$ cat config.mk
export PLATFORM = sky130hd
export DESIGN_NAME = seq_shifter
export DESIGN_NICKNAME = d
export VERILOG_FILES = /design/src/rtl/seq_shifter.sv
export SDC_FILE = /design/constraint.sdc
export NUM_CORES = 1
export LEC_CHECK = 0
export ABC_AREA = 1
export BUFFER_PORTS_ARGS = -buffer_cell sky130_fd_sc_hd__buf_2
export CORE_ASPECT_RATIO = 2
export CORE_MARGIN = 1
export CORE_UTILIZATION = 55
export CTS_CLUSTER_DIAMETER = 80
export DETAILED_ROUTE_END_ITERATION = 10
export PLACE_DENSITY_LB_ADDON = 0.2
export RECOVER_POWER = 25
export SLEW_MARGIN = 25
export SYNTH_ARGS = -nofsm -noshare
export SYNTH_HDL_FRONTEND = slang
export SYNTH_SLANG_ARGS = --single-unit
$ cat constraint.sdc
create_clock -name clk -period 5.9 [get_ports clk]
set_input_delay 0 -clock clk [delete_from_list [all_inputs] [get_ports clk]]
set_output_delay 0 -clock clk [all_outputs]
set_load 0.02 [all_outputs]
$ cat src/rtl/seq_shifter.sv
// Multi-cycle shift/rotate unit: SLL/SRL/SRA/ROL/ROR, STEP bit positions per clock,
// valid/ready on both operand and result sides.
module seq_shifter #(
   parameter int WIDTH = 16,
   parameter int STEP  = 1,
   localparam int AW   = $clog2(WIDTH)
) (
   input  logic             clk,
   input  logic             reset,
   input  logic             in_valid,
   output logic             in_ready,
   input  logic [WIDTH-1:0] in_data,
   input  logic [AW-1:0]    in_amt,
   input  logic [2:0]       in_op,
   output logic             out_valid,
   input  logic             out_ready,
   output logic [WIDTH-1:0] out_data,
   output logic             out_zero,
   output logic             out_illegal,
   output logic             busy
);

   // one extra bit so STEP == WIDTH is representable
   localparam int CW = AW + 1;
   localparam logic [CW-1:0] STEP_C  = CW'(STEP);
   localparam logic [CW-1:0] WIDTH_C = CW'(WIDTH);

   localparam logic [2:0] OP_SLL = 3'd0;
   localparam logic [2:0] OP_SRL = 3'd1;
   localparam logic [2:0] OP_SRA = 3'd2;
   localparam logic [2:0] OP_ROL = 3'd3;
   localparam logic [2:0] OP_ROR = 3'd4;

   typedef enum logic [1:0] {IDLE, SHIFT, DONE} state_t;

   typedef struct packed {
      logic [WIDTH-1:0] data;
      logic [AW-1:0]    amt;
      logic [2:0]       op;
   } req_t;

   state_t           state, state_nxt;
   req_t             req;
   logic [WIDTH-1:0] work, shifted;
   logic [AW-1:0]    rem;
   logic [2:0]       op;
   logic             illegal;
   logic             req_illegal;
   logic [CW-1:0]    rem_x, s;

   assign req         = '{data: in_data, amt: in_amt, op: in_op};
   assign req_illegal = (req.op > OP_ROR);

   assign rem_x = {1'b0, rem};
   assign s     = (rem_x < STEP_C) ? rem_x : STEP_C;

   // SRA keeps the sign: the MSB never changes under an arithmetic shift,
   // so every step refills with the captured operand's sign.
   always_comb begin
      shifted = work;
      case (op)
         OP_SLL:  shifted = work << s;
         OP_SRL:  shifted = work >> s;
         OP_SRA:  shifted = $signed(work) >>> s;
         OP_ROL:  shifted = (work << s) | (work >> (WIDTH_C - s));
         OP_ROR:  shifted = (work >> s) | (work << (WIDTH_C - s));
         default: shifted = work;
      endcase
   end

   always_comb begin
      state_nxt = state;
      case (state)
         IDLE: if (in_valid) begin
            if (req_illegal || req.amt == '0) state_nxt = DONE;
            else                              state_nxt = SHIFT;
         end
         SHIFT: if (rem_x == s) state_nxt = DONE;
         DONE:  if (out_ready)  state_nxt = IDLE;
         default: state_nxt = IDLE;
      endcase
   end

   always_ff @(posedge clk or negedge reset) begin
      if (!reset) begin
         state   <= IDLE;
         work    <= '0;
         rem     <= '0;
         op      <= '0;
         illegal <= 1'b0;
      end else begin
         state <= state_nxt;
         case (state)
            IDLE: if (in_valid) begin
               work    <= req.data;
               rem     <= req.amt;
               op      <= req.op;
               illegal <= req_illegal;
            end
            SHIFT: begin
               work <= shifted;
               rem  <= rem - s[AW-1:0];
            end
            default: ;
         endcase
      end
   end

   assign in_ready    = (state == IDLE);
   assign out_valid   = (state == DONE);
   assign busy        = (state != IDLE);
   assign out_data    = work;
   assign out_zero    = (work == '0);
   assign out_illegal = illegal;

endmodule
; ---- After elaboration in Yosys (flattened, before gate mapping)
; Cells that the tools add are included.
[op_classes]
shift = 5
addsub = 2
bitwise_logic = 2
eq_ne = 11
mux = 11
n_div = 0
multipliers = 0
magnitude_cmp = 2
reduce_logical = 11
[op_table]
columns = cell, n
row1 = 16-bit one-hot mux with 5 select lines, 1
row2 = 16-bit OR, 2
row3 = 16-bit one-hot mux with 2 select lines, 1
row4 = 16-bit zero test, 1
row5 = 16-bit two-way mux, 1
row6 = 16-bit by 4-bit << shifter with 16-bit output, 1
row7 = 16-bit by 5-bit << shifter with 16-bit output, 1
row8 = 16-bit by 4-bit right shift with 16-bit output, 1
row9 = 16-bit by 5-bit right shift with 16-bit output, 1
row10 = 16-bit by 4-bit >>> shifter with 16-bit output, 1
row11 = 2-bit two-way mux, 4
row12 = 4-bit two-way mux, 2
row13 = 4-bit one-hot mux with 2 select lines, 1
row14 = "3-bit by 2-bit == test with 1-bit output, second input constant", 2
row15 = "6-bit by 1-bit != test with 1-bit output, second input constant", 1
row16 = 2-bit one-hot mux with 3 select lines, 1
row17 = 3-bit AND reduction, 2
row18 = "5-bit by 4-bit subtractor with 5-bit output, first input constant", 1
row19 = 4-bit == test, 1
row20 = 4-bit zero test, 1
row21 = "4-bit by 1-bit less-than comparator with 1-bit output, second input constant", 1
row22 = "2-bit != test, second input constant", 2
row23 = 2-bit AND reduction, 2
row24 = 2-bit nonzero test, 2
row25 = other kinds (10), 10
[word_totals]
mem_bits_rw = 0
mem_bits_ro = 0
ff_bits = 26
inputBits = 27
n_memories = 0
latchBits = 0
word_cells = 49
out_inout_bits = 21

; ---- Depth between registers and ports, before layout
; Gate-level depths: netlist (run 1).
[logic_depth]
depth_word = 7
mapped_depth = 16
depth_no_buf = 14

; ---- Least setup slack after synthesis (run 1)
; OpenSTA, ideal clock, no wires.
[synth_path]
kind = register to register
from = register rem[2]
to = register work[12], in the netlist out_data[12]
arrival_ps = 1998
path_buffers = 3
required_ps = 5773
synth_period_minus_slack_ps = 2124
setup_ps = 127
stages_incl_launch_ff = 14
path_slack_ps = 3776
cell_sequence = dfrtp_1 -> nor2_4 -> nand2_2 -> inv_2 -> buf_6 -> ha_1 -> clkbuf_2 -> clkinv_1 -> clkbuf_1 -> nand2_1 -> nand3_1 -> nand3_1 -> o211ai_1 -> o21ai_1
[synth_between]
elab_chain_len = 7
elab_cells_between_ends = 12
cone_classes = add/sub (1) / order compare (1) / shift (5) / mux (3) / bitwise (2)
[synth_rtl]
columns = item, line_no
row1 = start: declaration, 45  ; logic [AW-1:0] rem;
row2 = start signal: assignment, 96  ; rem <= req.amt;
row3 = start signal: assignment, 102  ; rem <= rem - s[AW-1:0];
row4 = 4-bit by 1-bit less-than comparator with 1-bit output, 55  ; assign s = (rem_x < STEP_C) ? rem_x : STEP_C;
row5 = 4-bit two-way mux *, 55
row6 = 5-bit by 4-bit subtractor with 5-bit output, "65, 66"
row7 = 16-bit by 5-bit << shifter with 16-bit output or 16-bit by 5-bit right shift with 16-bit output (tied branches), "66, 65"
row8 = "16-bit OR, on equally long branches", "66, 65"
row9 = 16-bit one-hot mux with 5 select lines *, 61  ; case (op)
row10 = 16-bit one-hot mux with 2 select lines *, 93  ; case (state)
row11 = end signal: assignment, 95  ; work <= req.data;
row12 = end signal: assignment, 101  ; work <= shifted;
row13 = end: declaration, 44  ; logic [WIDTH-1:0] work, shifted;
; Mark *: on every way between the ends. The rest lies on a longest branch, timed or not.
; A chain may end at the register's enable or synchronous reset.

; ---- Worst setup path in the final report (run 1)
[layout_path]
from = register rem[2]
to = register work[4], in the netlist out_data[4]
; Same word-level chain as after synthesis.

==> results of run 1 <==
-- cell usage in the layout, fill, tap and decap left out, types with 2 or more instances in the layout --
master         Yosys  final
nand2_2            5      5
o21ai_1           13     13
clkbuf_8           0      4
inv_2             10     10
a21oi_1           26     26
a31oi_1            2      2
dfrtp_1           26     26
nand3_1           32     32
o221ai_1           2      2
o2111ai_1          2      2
nand2_1          100    100
buf_2              4     46
nor2_2             4      4
nor2_4             4      4
o21ai_0           32     32
inv_1             35     35
nor2_1            44     44
o211ai_1           7      7
ha_1               2      2
dlygate4sd3_1      0      6
nor3_1             2      2
nand4_1           10     10
-- synth_stat cells (5+ instances only) --
master,number,share of area [%]
nand2_2,5,1.3
o211ai_1,7,2.2
o21ai_1,13,2.7
inv_1,35,5.5
nand2_1,100,16
clkbuf_1,6,0.94
dfrtp_1,26,27
nand3_1,32,6.7
nand4_1,10,2.6
nor2_1,44,6.9
a21oi_1,26,5.4
inv_2,10,1.6
o21ai_0,32,6.7
-- routing by layer --
layer	vias to the layer above	GRT usage, %
li1	1381	-
met1	1290	39.2
met2	160	73.4
met3	43	4.31
met4	0	27.5
met5	-	0
-- kinds of logic (layout without fill, tap and decap cells) --
group | count (synthesis) | after routing
buffers and inverters | 63 | 105
muxes | 1 | 1
other | 1 | 1
AOI/OAI and AO/OA | 90 | 90
DFF | 26 | 26
and+or+nand+nor | 207 | 207
xor gates and xnor gates | 1 | 1
adders and majority gates | 2 | 2
-- sequential cells by signal (all words and copies together), names as in the netlist --
register and flops:
op 3, out_data 16, out_illegal 1, rem 4, state 2
-- through the flow --
step           hold slack, ns  utilization, %  cells  instance area [µm²]  setup slack (ns)
6_report             -0.00195            66.1    485                 2730              2.30
5_1_grt                0.0319            66.1    485                 2730              2.04
4_1_cts               0.00602            66.1    485                 2730              2.43
3_5_place_dp           0.0562            63.3    475                 2610              2.45
3_3_place_gp           0.0460            63.3    475                 2610              2.48
2_1_floorplan          -0.296               -    391                 2400              3.78
-- worst min-delay path: stages --
cell and delay [ns]:
buf_2 0.08, inv_1 0.04, nand2_1 0.07, o21ai_0 0.07
-- power groups by stage --
stage | sequential (W) | clock (W) | combinational [W]
detailed placement | 0.000370 | 0 | 0.00130
global route | 0.000377 | 0.000130 | 0.00148
finish | 0.000367 | 0.000122 | 0.00134
global placement | 0.000365 | 0 | 0.00129
CTS | 0.000365 | 0.000125 | 0.00131
floorplan | 0.000424 | 0 | 0.000911
-- cell type report --
type / instances / area share (%)
repair buffers: 54 / 11.1
flip-flops and latches: 26 / 23.9
multi-input cells: 302 / 54.2
well taps: 52 / 2.39
clock buffers: 4 / 2.02
inverters: 47 / 6.51
-- worst min path at each step --
stage	depth (start not counted)	to	start
floorplan	0	op[0]	reset
global placement	1	out_data[11]	reset
detailed placement	1	out_data[10]	reset
CTS	4	state[1]	out_ready
global route	3	out_data[15]	in_data[15]
finish	4	state[1]	out_ready
-- what timing repair did --
item | in CTS | in global routing
endpoints found under the hold margin | 31 | 0
hold buffers | 6 | 0
resized for setup | 0 | 0
==> flow_summary.json, run 1 <==
{
  "outcome": "complete, but fails checks",
  "violations": "negative hold slack, max-capacitance violations, max-slew violations",
  "synth_edf_count": 0,
  "ys_ff_latch": 26,
  "ff_latch_area_um2": 651,
  "internal_power_w": 0.000723,
  "hp-class": "in -> reg",
  "holdWs_ns": -0.00195,
  "fin_crit_ns": 3.60,
  "dp_hpwl_um": 6250,
  "setup_viol": 0,
  "grt_max_degree": 41,
  "synth-xor-area-share_pct": 0.365,
  "rows": 33,
  "drtIter0Drc": 141,
  "top_layer_used": "met4",
  "syn_area_um2": 2400,
  "max_stage_delay_ns": 0.66,
  "pin_count": 48,
  "syn-mean-instance-area_um2": 6.14,
  "p_sw_share_pct": 60.4,
  "grt_pass1_wl_um": 13600,
  "initial_core_util_pct": 58.1,
  "routedWlPerCell_um": 17.5,
  "cp-start-kind": "flop",
  "combinationalPowerShare_pct": 73.3,
  "dieArea_um2": 4650,
  "antenna_found_initial": 0,
  "synth_fp_nets": 420,
  "tritoncts": "done",
  "tns_ns": 0,
  "rsz0062_at_grt": "no",
  "async_flop_share_pct": 100,
  "syn_inst": 391,
  "worstPathMaxFanout": 40,
  "antenna_cells": 0,
  "cp-end-kind": "flop",
  "synth_top_family_by_area": "simple AND/OR/NAND/NOR gates",
  "synthMuxAreaShare_pct": 0.469,
  "cts-root-buf": "clkbuf_8",
  "met2_length_um": 4540,
  "gp_congestion": 0.974,
  "multiInputGateArea_um2": 1480,
  "relSlewSlack_pct": -2.42,
  "fmax_mhz": 278,
  "vdd_ir_drop_max_mv": 0.478,
  "netlist-cell-type-count": 41,
  "fp.dieW_um": 48.7,
  "cap_violations": 1,
  "htree_levels": 1,
  "hold_viol": 1,
  "nets": 463,
  "cts.sinks": 26,
  "tightest_slew_ns": 1.54,
  "fillers": 404,
  "period_share_pct": 61.0,
  "seq_area_frac_synth_pct": 27.1,
  "p_clk_share_pct": 6.7,
  "clk_pin_slew_ns": 0.10,
  "p_leak_nw": 1.38,
  "first_global_vias": 2850,
  "drt-total-wl_um": 8510,
  "crit_family": "simple AND/OR/NAND/NOR gates",
  "grt.total_usage_pct": 39.1,
  "ant_nets": 0,
  "drc": 0,
  "io_buffers": 47,
  "switchingPower_w": 0.00110,
  "power_w": 0.00183,
  "startpoint": "rem[2]",
  "crit_type": "reg -> reg",
  "layout-drive-gt1-share_pct": 18.7,
  "crit_path_top_delay_cell": "ha_1",
  "ys.flop_type": "dfrtp_1",
  "path_common_cell": "nor2_1",
  "ys.warnings.count": 0,
  "die_h_um": 95.4,
  "rr_startpoint": "rem[2]",
  "crit_arrival_ns": 3.76,
  "synthAdderAreaFrac_pct": 1.04,
  "worst-r2r-cell-count": 11,
  "crit_end": "out_data[4]",
  "powerDensity_nw_per_um2": 670,
  "vias": 2874,
  "wl_met3_um": 538,
  "clock_path_buffers": 2,
  "crit_buf_inv": 2,
  "clkLatencyLatePin_ns": 0.29,
  "r2r-end": "out_data[4]",
  "syn2layout_area_growth_pct": 13.7,
  "met1Wirelength_um": 2940,
  "crit_required_ns": 6.06,
  "cts_setup_buffers": 0,
  "synth_compound_area_share_pct": 21.2,
  "fin_skew_ns": 0.00986,
  "cp_num_cells": 11,
  "core_um2": 4130,
  "synth_simple_gate_area_share_pct": 38.4,
  "via_per_inst": 5.93,
  "power_frac_seq_pct": 20.1,
  "grt_overflow": 0,
  "report.final.slew_viol_count": 27,
  "drt_first_pass_iters": 5,
  "r2r_slack_ns": 2.30,
  "worstPathCellList": "nor2_4 > nand2_2 > inv_2 > ha_1 > clkinv_1 > nand3_1 > nor2_1 > nor2_1 > o2111ai_1 > nand2_1 > o21ai_0",
  "cts_inserted_buffers": 3
}
Power figures use the tool's default switching activity.
==> run 2, diff against run 1 <==
Settings changed: CORE_UTILIZATION 55 to 50.
Clock period 5.9 ns to 3.3 ns, I/O delays scaled along.
==> run 2 against run 1 <==
- the run still ends with negative hold slack, max-capacitance violations, max-slew violations left
- count of clock-buffer cells in the layout unchanged
- cell area barely moved
- via count fell by 1.2%
- first-iteration DRC count fell by 13%
- utilization down 6.7 points
- clock skew shrank 0.0046 ns
- wire length is 0.75% higher
- flip-flop and latch count unchanged
- total power up 80%
- critical path type unchanged
- combinational power up 79%
==> flow_summary.json, run 2 (synthesis gave the netlist of run 1 again) <==
{
  "cp_num_cells": 11,
  "grt_overflow": 0,
  "grt_max_degree": 40,
  "cp-end-kind": "flop",
  "rows": 35,
  "rsz0062_at_grt": "no",
  "antenna_cells": 0,
  "report.final.slew_viol_count": 26,
  "worstPathMaxFanout": 18,
  "core_um2": 4600,
  "cap_violations": 1,
  "fin_area_um2": 2730,
  "vdd_ir_drop_max_mv": 0.862,
  "hp-class": "in -> reg",
  "fillers": 489,
  "vias": 2840,
  "crit_required_ns": 3.47,
  "clk_pin_slew_ns": 0.10,
  "worstPathCellList": "nor2_4 > nand2_2 > inv_2 > ha_1 > clkinv_1 > nand2_1 > nor3_1 > nor3_1 > nand3_1 > nand2_1 > o21ai_0",
  "largest_register_ffs": 16,
  "r2r-end": "out_data[11]",
  "fin_skew_ns": 0.00523,
  "mostFrequentLayoutCell": "nand2_1",
  "crit_type": "reg -> reg",
  "via_per_inst": 5.82,
  "fin_crit_ns": 2.80,
  "crit_path_top_delay_cell": "ha_1",
  "tns_ns": 0,
  "layout-drive-gt1-share_pct": 18.9,
  "startpoint": "rem[2]",
  "pin_count": 48,
  "initial_core_util_pct": 52.2,
  "relSlewSlack_pct": -0.109,
  "drc": 0,
  "min_path_cells": 4,
  "cts_resized": 0,
  "tightest_slew_ns": 1.50,
  "crit_arrival_ns": 2.97,
  "powerDensity_nw_per_um2": 1200,
  "setup_viol": 0,
  "period_share_pct": 84.8,
  "place_ws_ns": 0.555,
  "dieArea_um2": 5100,
  "fp.dieW_um": 51.0,
  "crit_family": "simple AND/OR/NAND/NOR gates",
  "clock_path_buffers": 2,
  "outcome": "complete, but fails checks",
  "ant_nets": 0,
  "cts_inserted_buffers": 3,
  "htree_levels": 1,
  "r2r_slack_ns": 0.50,
  "timing.final.ws_setup_ns": 0.501,
  "io_buffers": 47,
  "die_h_um": 100,
  "crit_buf_inv": 2,
  "gp_congestion": 1.01,
  "cts.sinks": 26,
  "placed_area_um2": 2630,
  "fmax_mhz": 357,
  "first_global_vias": 2761,
  "cts_setup_buffers": 0,
  "antenna_found_initial": 0,
  "crit_end": "out_data[11]",
  "layout_common_cells": "nand2_1, buf_2, nor2_1",
  "worst-r2r-cell-count": 11,
  "tritoncts": "done",
  "drt-total-wl_um": 8570,
  "grt_pass1_wl_um": 13600,
  "p_leak_nw": 1.38,
  "drtIter0Drc": 123,
  "nets": 463,
  "max_stage_delay_ns": 0.61,
  "cp-start-kind": "flop",
  "holdWs_ns": -0.00157,
  "violations": "negative hold slack, max-capacitance violations, max-slew violations",
  "cts-root-buf": "clkbuf_8",
  "rr_startpoint": "rem[2]",
  "dp_hpwl_um": 6460,
  "syn2layout_area_growth_pct": 13.7,
  "fin_util_pct": 59.3,
  "routedWlPerCell_um": 17.6,
  "drt_first_pass_iters": 5,
  "grt.total_usage_pct": 36.5,
  "clkLatencyLatePin_ns": 0.29,
  "hold_viol": 1
}
run 2: repair_timing:
action / in CTS / in global routing
hold buffers: 5 / 0
setup endpoints to repair: 0 / 0
hold endpoints to repair: 30 / 0
run 2: report_power, final:
part / switching (W) / total, W / leakage, nW / internal [W]
sequential: 0.000178 / 0.000665 / 0.309 / 0.000487
combinational: 0.00170 / 0.00240 / 1.04 / 0.000704
clock: 0.000115 / 0.000223 / 0.0288 / 0.000107
total: 0.00199 / 0.00329 / 1.38 / 0.00130
run 2: how the worst min path moves through the flow:
stage,startpoint,endpoint
2_1_floorplan,reset,op[0]
3_3_place_gp,reset,out_data[13]
3_5_place_dp,reset,out_data[8]
4_1_cts,out_ready,state[1]
5_1_grt,in_amt[3],rem[3]
6_report,out_ready,state[1]
run 2: per-stage QoR:
stage,total power (W),instances
after global routing,0.00357,488
final,0.00329,488
after CTS,0.00326,488
after floorplan,0.00239,391
after global placement,0.00301,479
after detailed placement,0.00302,479
run 2: worst register-to-register path: stages (launching register included):
cell      delay [ns]
dfrtp_1         0.44
nor2_4          0.08
nand2_2         0.07
inv_2           0.10
ha_1            0.61
clkinv_1        0.57
nand2_1         0.30
nor3_1          0.10
nor3_1          0.16
nand3_1         0.10
nand2_1         0.07
o21ai_0         0.07
run 2: final cells by class:
cell class	count	area [µm²]	area share, %
inverters	47	178	6.51
multi-input cells	302	1480	54.1
clock buffers	4	55.1	2.02
flip-flops and latches	26	651	23.8
well taps	55	68.8	2.52
repair buffers	54	299	11.0
run 2: layer usage:
layer  routed length (µm)  part of all wire [%]  track usage (%)
met3                  462                   5.4             3.03
met1                 2910                    34             38.9
met4                  657                   7.7             28.4
met2                 4540                    53             63.4
met5                    0                     0                0
==> run 3, diff against run 2 <==
Settings changed: ABC_AREA 1 to 0.
Clock period 3.3 ns to 2.2 ns, I/O delays scaled along.
==> run 3 against run 2 <==
- the flow finishes with violations (max-capacitance violations, max-slew violations)
- worst hold slack gained 0.011 ns
- critical path type unchanged
- highest routed layer unchanged
- non-clock buffer count grew 20
- cell count shrank 25%
==> flow_summary.json, run 3 <==
{
  "outcome": "complete, but fails checks",
  "violations": "max-capacitance violations, max-slew violations",
  "vdd_ir_drop_max_mv": 1.07,
  "yosys.area.top_type": "dfrtp_1",
  "htree_levels": 1,
  "crit_type": "reg -> reg",
  "report.final.slew_viol_count": 27,
  "drt_first_pass_iters": 4,
  "pin_count": 48,
  "grt_overflow": 0,
  "max_stage_delay_ns": 0.56,
  "drc": 0,
  "core_um2": 4340,
  "ys.warnings.count": 0,
  "crit_path_top_delay_cell": "or4_4",
  "cp-start-kind": "flop",
  "syn_area_um2": 2240,
  "cts-root-buf": "clkbuf_8",
  "syn-mean-instance-area_um2": 8.55,
  "ys.flop_type": "dfrtp_1",
  "powerDensity_nw_per_um2": 1860,
  "period_share_pct": 99.3,
  "antenna_cells": 0,
  "cts_setup_buffers": 0,
  "worstPathCellList": "or4_4 > clkinv_4 > ha_4 > inv_1 > a221oi_1 > or3_1 > a221oi_2 > o22a_1",
  "mostFrequentLayoutCell": "buf_2",
  "crit_family": "simple AND/OR/NAND/NOR gates",
  "worstPathMaxFanout": 10,
  "dp_hpwl_um": 5020,
  "placed_cells": 355,
  "gp_congestion": 0.948,
  "rows": 34,
  "largest_register_ffs": 16,
  "setup_viol": 0,
  "cts.sinks": 26,
  "cap_violations": 1,
  "synth_edf_count": 0,
  "ant_nets": 0,
  "grt_max_degree": 27,
  "netlist-cell-type-count": 58,
  "drtIter0Drc": 98,
  "fin_crit_ns": 2.18,
  "crit_required_ns": 2.41,
  "relSlewSlack_pct": -0.555,
  "worst-r2r-cell-count": 8,
  "first_global_vias": 2362,
  "layout.cells.non_filler": 368,
  "vias": 2344,
  "via_per_inst": 6.37,
  "nets": 345,
  "clk_pin_slew_ns": 0.08,
  "synth_top_area_share_pct": 29.1,
  "cp_num_cells": 8,
  "tightest_slew_ns": 1.51,
  "layout-drive-gt1-share_pct": 29.3,
  "io_buffers": 47,
  "clock_path_buffers": 2,
  "holdWs_ns": 0.00909,
  "crit_arrival_ns": 2.39,
  "ys_ff_latch": 26,
  "async_flop_share_pct": 100,
  "antenna_found_initial": 0,
  "crit_buf_inv": 2,
  "routedWlPerCell_um": 18.9,
  "tritoncts": "done",
  "dieArea_um2": 4770,
  "grt_pass1_wl_um": 11400,
  "p_leak_nw": 1.19,
  "grt.total_usage_pct": 31.1,
  "cp-end-kind": "flop",
  "min_path_cells": 3,
  "synth_common_cells": "mux2i_1, dfrtp_1, nor2_1",
  "die_h_um": 96.7,
  "hp-class": "in -> reg",
  "drt-total-wl_um": 6950,
  "cts_inserted_buffers": 3,
  "hold_viol": 0,
  "syn_inst": 262,
  "layout_common_cells": "buf_2, mux2i_1, dfrtp_1",
  "fillers": 433,
  "clkLatencyLatePin_ns": 0.26,
  "synth_fp_nets": 291,
  "fin_skew_ns": 0.00350,
  "rsz0062_at_grt": "yes",
  "synth.most_common_cell": "mux2i_1",
  "synth_area_leaders": "dfrtp_1, mux2i_1, o21ai_0",
  "initial_core_util_pct": 51.6,
  "fmax_mhz": 458,
  "fp.dieW_um": 49.3,
  "seq_area_frac_synth_pct": 29.1,
  "syn2layout_area_growth_pct": 20.7
}
## run 3: through the flow
step | worst slack, ns | util, % | cell area [µm²] | setup TNS [ns] | total power, W
floorplan | 0.299 | - | 2280 | 0 | 0.00376
global placement | 0.0589 | 58.0 | 2520 | 0 | 0.00454
detailed placement | 0.00601 | 58.0 | 2520 | 0 | 0.00459
CTS | 0.00113 | 61.5 | 2670 | 0 | 0.00490
global route | -0.0631 | 62.3 | 2700 | -0.396 | 0.00541
finish | 0.0159 | 62.3 | 2700 | 0 | 0.00504
## run 3: where the power goes
group | switching, W | internal, W | total [W]
sequential | 0.000579 | 0.000724 | 0.00130
combinational | 0.00194 | 0.00153 | 0.00347
clock | 0.000142 | 0.000123 | 0.000265
total | 0.00266 | 0.00238 | 0.00504
## run 3: worst paths after layout
kind	startpoint	to	slack [ns]
worst max-delay path	rem[0]	out_data[9]	0.02
worst min-delay path	in_valid	rem[3]	0.009
worst max register to register	rem[0]	out_data[9]	0.02
worst min register to register	out_illegal	out_illegal	0.49
max in group asynchronous	reset	out_data[11]	0.70
min in group asynchronous	reset	out_data[0]	0.63
## run 3: worst reg2reg max path: stages (launching register included)
cell	delay (ns)
dfrtp_1	0.38
or4_4	0.56
clkinv_4	0.07
ha_4	0.24
inv_1	0.09
a221oi_1	0.05
or3_1	0.35
a221oi_2	0.25
o22a_1	0.15
## run 3: layout make-up
cell class	instances	area, µm²	area share [%]
clock buffer	3	41.3	1.53
timing repair buffer	74	469	17.4
sequential	26	651	24.1
inverter	8	35.0	1.30
tap	54	67.6	2.50
multi-input combinational	203	1440	53.3
## run 3: cells by family (layout without fill, tap and decap cells)
family,count (synthesis),count (layout),share of synthesized area (%)
other,1,1,0.167
buffers and inverters,33,85,9.27
adder cells (fa/ha/maj),2,2,1.12
flip-flops,26,26,29.1
XOR/XNOR,1,1,0.391
multiplexers,34,34,16.1
AND/OR/NAND/NOR,87,87,19.7
AO/OA/AOI/OAI,78,78,24.2
## run 3: metal layers
| metal | GRT usage (%) | vias to the layer above | wire, µm |
|---|---|---|---|
| met5 | 0 | - | 0 |
| met4 | 20.4 | 0 | 348 |
| met3 | 5.03 | 33 | 480 |
| met2 | 53.8 | 128 | 3700 |
| met1 | 33.4 | 1094 | 2430 |
| li1 | - | 1089 | - |
## run 3: timing repair
action,CTS,global route
gates resized for setup,2,13
hold endpoints to repair,35,0
hold buffers,10,0
pin swaps,1,4
endpoints found under the setup margin,2,18
